## src/rtl/optical_channel_scheduler.sv

```systemverilog
// Round-robin arbiter sharing one optical channel among N requesters, with a laser
// settling guard before each grant and a bounded hold time per tenure.
module optical_channel_scheduler #(
  parameter int N            = 4,
  parameter int GUARD_CYCLES = 2,
  parameter int MAX_HOLD     = 16
) (
  input  logic                 clk,
  input  logic                 rst_n,
  input  logic [N-1:0]         request,
  input  logic [N-1:0]         done,
  output logic [N-1:0]         grant,
  output logic                 grant_valid,
  output logic [$clog2(N)-1:0] grant_id,
  output logic                 tx_enable,
  output logic                 timeout
);

  localparam int IW = $clog2(N);
  localparam int GW = (GUARD_CYCLES > 1) ? $clog2(GUARD_CYCLES) : 1;
  localparam int HW = $clog2(MAX_HOLD + 1);
  localparam logic [IW-1:0] LAST_ID    = IW'(N - 1);
  localparam logic [GW-1:0] GUARD_LAST = GW'((GUARD_CYCLES > 0) ? GUARD_CYCLES - 1 : 0);
  localparam logic [HW-1:0] HOLD_MAX   = HW'(MAX_HOLD);
  localparam logic [N-1:0]  ONE_N      = N'(1);

  typedef enum logic [1:0] {
    S_IDLE  = 2'd0,
    S_GUARD = 2'd1,
    S_GRANT = 2'd2
  } state_t;

  state_t          state_q, state_d;
  logic [IW-1:0]   ptr_q, ptr_d;
  logic [IW-1:0]   owner_q, owner_d;
  logic [GW-1:0]   guard_cnt_q, guard_cnt_d;
  logic [HW-1:0]   hold_cnt_q, hold_cnt_d;
  logic [N-1:0]    grant_q, grant_d;
  logic            grant_valid_q, grant_valid_d;
  logic [IW-1:0]   scan_sel_s;
  logic [IW-1:0]   scan_idx_s;
  logic [IW-1:0]   next_id_s;
  logic            owner_req_s;
  logic            owner_done_s;

  // Circular scan from ptr: walking offsets downward lets the nearest requester win.
  always_comb begin
    scan_sel_s = ptr_q;
    scan_idx_s = '0;
    for (int i = N - 1; i >= 0; i--) begin
      scan_idx_s = IW'((int'(ptr_q) + i) % N);
      scan_sel_s = request[scan_idx_s] ? scan_idx_s : scan_sel_s;
    end
  end

  assign next_id_s    = (owner_q == LAST_ID) ? '0 : owner_q + IW'(1);
  assign owner_req_s  = request[owner_q];
  assign owner_done_s = done[owner_q];

  // Next-state logic for tenure selection, settling guard and hold limit.
  always_comb begin
    state_d     = state_q;
    ptr_d       = ptr_q;
    owner_d     = owner_q;
    guard_cnt_d = guard_cnt_q;
    hold_cnt_d  = hold_cnt_q;
    case (state_q)
      S_IDLE: begin
        if (|request) begin
          owner_d     = scan_sel_s;
          guard_cnt_d = '0;
          if (GUARD_CYCLES == 0) begin
            state_d    = S_GRANT;
            hold_cnt_d = HW'(1);
          end else begin
            state_d    = S_GUARD;
          end
        end else begin
          state_d = S_IDLE;
        end
      end
      S_GUARD: begin
        if (!owner_req_s) begin
          state_d     = S_IDLE;
          ptr_d       = next_id_s;
          guard_cnt_d = '0;
        end else if (guard_cnt_q == GUARD_LAST) begin
          state_d     = S_GRANT;
          hold_cnt_d  = HW'(1);
          guard_cnt_d = '0;
        end else begin
          guard_cnt_d = guard_cnt_q + GW'(1);
        end
      end
      S_GRANT: begin
        if (owner_done_s || !owner_req_s || (hold_cnt_q == HOLD_MAX)) begin
          state_d    = S_IDLE;
          ptr_d      = next_id_s;
          hold_cnt_d = '0;
        end else begin
          hold_cnt_d = hold_cnt_q + HW'(1);
        end
      end
      default: begin
        state_d     = S_IDLE;
        ptr_d       = '0;
        owner_d     = '0;
        guard_cnt_d = '0;
        hold_cnt_d  = '0;
      end
    endcase
    grant_valid_d = (state_d == S_GRANT);
    grant_d       = grant_valid_d ? (ONE_N << owner_d) : '0;
  end

  // State and output registers; reset forces the transmitter off immediately.
  always_ff @(posedge clk or negedge rst_n) begin
    if (!rst_n) begin
      state_q       <= S_IDLE;
      ptr_q         <= '0;
      owner_q       <= '0;
      guard_cnt_q   <= '0;
      hold_cnt_q    <= '0;
      grant_q       <= '0;
      grant_valid_q <= 1'b0;
    end else begin
      state_q       <= state_d;
      ptr_q         <= ptr_d;
      owner_q       <= owner_d;
      guard_cnt_q   <= guard_cnt_d;
      hold_cnt_q    <= hold_cnt_d;
      grant_q       <= grant_d;
      grant_valid_q <= grant_valid_d;
    end
  end

  assign grant       = grant_q;
  assign grant_valid = grant_valid_q;
  assign grant_id    = owner_q;
  assign tx_enable   = grant_valid_q;
  // A done on the final permitted cycle is a normal exit, not a timeout.
  assign timeout     = (state_q == S_GRANT) && (hold_cnt_q == HOLD_MAX) && !owner_done_s;

endmodule
```

## config.mk

```make
export PLATFORM = sky130hd
export DESIGN_NAME = optical_channel_scheduler
export DESIGN_NICKNAME = d
export VERILOG_FILES = /design/src/rtl/optical_channel_scheduler.sv
export SDC_FILE = /design/constraint.sdc
export NUM_CORES = 1
export LEC_CHECK = 0
export ABC_AREA = 0
export CAP_MARGIN = 20
export CORE_MARGIN = 2
export CORE_UTILIZATION = 47
export CTS_CLUSTER_DIAMETER = 40
export DETAILED_ROUTE_END_ITERATION = 7
export PLACE_DENSITY = 0.79
export RECOVER_POWER = 100
export SLEW_MARGIN = 10
export SYNTH_ARGS = -nofsm -noshare
export SYNTH_HDL_FRONTEND = slang
export SYNTH_SLANG_ARGS = --single-unit
```

## constraint.sdc

```tcl
create_clock -name clk -period 1.9 [get_ports clk]
set_input_delay 0.38 -clock clk [delete_from_list [all_inputs] [get_ports clk]]
set_output_delay 0.38 -clock clk [all_outputs]
set_load 0.01 [all_outputs]
```

==> metrics.cfg <==
[status]
status=finished, violations left
violations=negative setup slack

[clock_network]
path_clk_slew_ns=0.11
insertion_delay_ns=0.29
cts.sinks=17
tritoncts=done
root_buffer=clkbuf_4
cts_buffers=3
cts_max_path_buffers=2
cts_hold_repair.buffers=0
cts-htree-levels=1

[global_route]
grt_util_met2=0.412
grt-busiest-layer=met2
grt_max_degree=18
grtUsageMet3=0.0565
grt_use_met1=0.310
grt_pass1_vias=1035
antenna_found_initial=0
grt_pass1_wl_um=4820
grt_usage=0.243
grt_overflow=0

[critical_path]
path_buf_inv=2
cp.arrival_ns=2.13
worst_r2r_path_depth=6
critPathMaxFanout=3
worst_ep_required_time_ns=2.07
critPathLaunchType=flop
critPathKind=flop to flop
max_stage_delay_ns=0.46
cp-end-kind=flop
slowest_stage=mux4_2
crit_start=grant_id[1]
regToRegEndpoint=state_q[1]
path_cells=buf_4 > buf_4 > mux4_2 > nor3b_2 > and3_4 > or2_2
path_delay_family=simple AND/OR/NAND/NOR gates
worst_path_most_repeated_cell=buf_4
r2r_slack_ns=-0.06
r2r_start=grant_id[1]

[synth]
ys_types=46
synthTopCellsByCount=dfrtp_1, inv_1, ha_1, nor2_1
syn_area_per_cell_um2=9.66
yosysWarnings=0
synth_top_area_cell=dfrtp_1
synth_edf_count=0
post-synth-top-count-cell=dfrtp_1
synth_area_leaders=dfrtp_1, ha_1, mux2i_1
yosysTopAreaCellShare=0.373
async_flop_share=1.00
syn_nets=135
synthCells=118
synth.yosys.seq_area_share=0.373
ys_ff_latch=17
netlist_area_um2=1140
ys.flop_type=dfrtp_1

[sta]
tightest_slew_ns=0.910
drv_slew=0
fin_ws_ns=-0.0580
rsz0062_at_grt=yes
finalHoldViolCount=0
finalCriticalPeriod_ns=1.96
setup_tns_ns=-0.0975
relSlewSlack=0.393
fin_skew_ns=0.00829
period_share=1.03
fmax_mhz=511
setup_viol=6
hold-worst-slack_ns=0.546

[hold_path]
worstHoldStart=guard_cnt_q
min_to=guard_cnt_q
whs_path_depth=1
hold_path_class=flop to flop

[floorplanning]
core_um2=2250
dieWidth_um=53.2
ioPinCount=19
core.rowCount=17
die_h_um=53.2
die_area_um2=2840
start_util=0.506

[pwr]
ir_worst_vdd_mv=0.949
power.density_nw_per_um2=1290
cellLeakagePower_nw=0.764

[detailed_routing]
ant_nets=0
vias=1112
dr.pass1.iters=4
wl_per_cell_um=16.6
vias_per_cell=5.67
drt_iter0_markers=40
drc=0
drt_wl_total_um=3250

[layout]
drive_above_1_share=0.369
n_antenna_cell=0
fillerInstances=165
area_growth_pct=49.5
fin_nets=186

[flow_run]
maxCapViolations=0

[placed_design]
gp_congestion=0.944
io_buffers=18
dpl.hpwl_um=2250

[registers in the layout, summed over array words and instances (netlist names)]
signal and flops:
state_q 2, ptr_q 2, grant 4, guard_cnt_q 1
grant_id 2, grant_valid 1, hold_cnt_q 5
[worst max-delay path by stage]
stage / endpoint / slack [ns] / cells past startpoint
after floorplan: grant[0] / 0.07 / 5
after detailed placement: grant[1] / -0.42 / 6
after CTS: timeout / 0.003 / 5
after global routing: hold_cnt_q[3] / -0.11 / 7
after global placement: grant[1] / -0.36 / 6
final: state_q[1] / -0.06 / 6
[kinds of logic after synthesis]
| family | count (synthesis) | synth area share |
|---|---|---|
| AO/OA/AOI/OAI | 28 | 0.193 |
| flip-flops | 17 | 0.373 |
| buffers and inverters | 16 | 0.0571 |
| AND/OR/NAND/NOR | 42 | 0.216 |
| adder cells (fa/ha/maj) | 7 | 0.0768 |
| multiplexers | 8 | 0.0834 |
[layout make-up]
cell class / count / area, µm² / area share
clock buffers: 3 / 22.5 / 0.0132
clock inverters: 1 / 5.00 / 0.00294
inverters: 13 / 48.8 / 0.0286
multi-input cells: 86 / 764 / 0.449
flip-flops and latches: 17 / 425 / 0.250
well taps: 28 / 35.0 / 0.0206
repair buffers: 48 / 403 / 0.236
[layer usage]
layer,part of all wire,wire (µm),vias to the layer above
li1,-,-,530
met1,0.44,1410,550
met2,0.51,1650,28
met3,0.046,149,4
met4,0.010,34,0
met5,0,0,-
[per-stage QoR]
step	cell area [µm²]	util	total power, mW	worst slack (ns)	cells
finish	1700	0.756	2.20	-0.0580	196
floorplan	1140	-	1.20	0.0689	118
global route	1700	0.756	2.35	-0.108	196
detailed placement	1550	0.687	1.74	-0.421	189
CTS	1640	0.726	2.06	0.00289	195
global placement	1550	0.687	1.70	-0.356	189
[timing repair]
action                                  in CTS  in global routing
gates resized for setup                     13                 14
pin swaps                                    1                  4
cloned                                       0                  1
buffers inserted                             2                  0
endpoints found under the setup margin       6                 15
[cell usage in the layout (no fill, tap or decap), drive strengths merged, types with 2 or more instances in the layout]
master and instances:
a21oi 8, and2 2, buf 30, clkbuf 4
clkdlybuf4s50 9, dfrtp 17, dlygate4sd3 7, ha 7
inv 13, mux2 2, mux2i 5, nand2 6
nand2b 4, nand3 4, nand3b 2, nand4 2
nor2 7, nor3 4, nor3b 3, nor4 2
o21ai 2, o21bai 2, o22ai 6
[power breakdown]
part	switching [mW]	internal (mW)
Combinational	0.749	0.730
Clock	0.117	0.0784
Sequential	0.0859	0.444
Total	0.952	1.25
(Power assumes the default switching activity.)
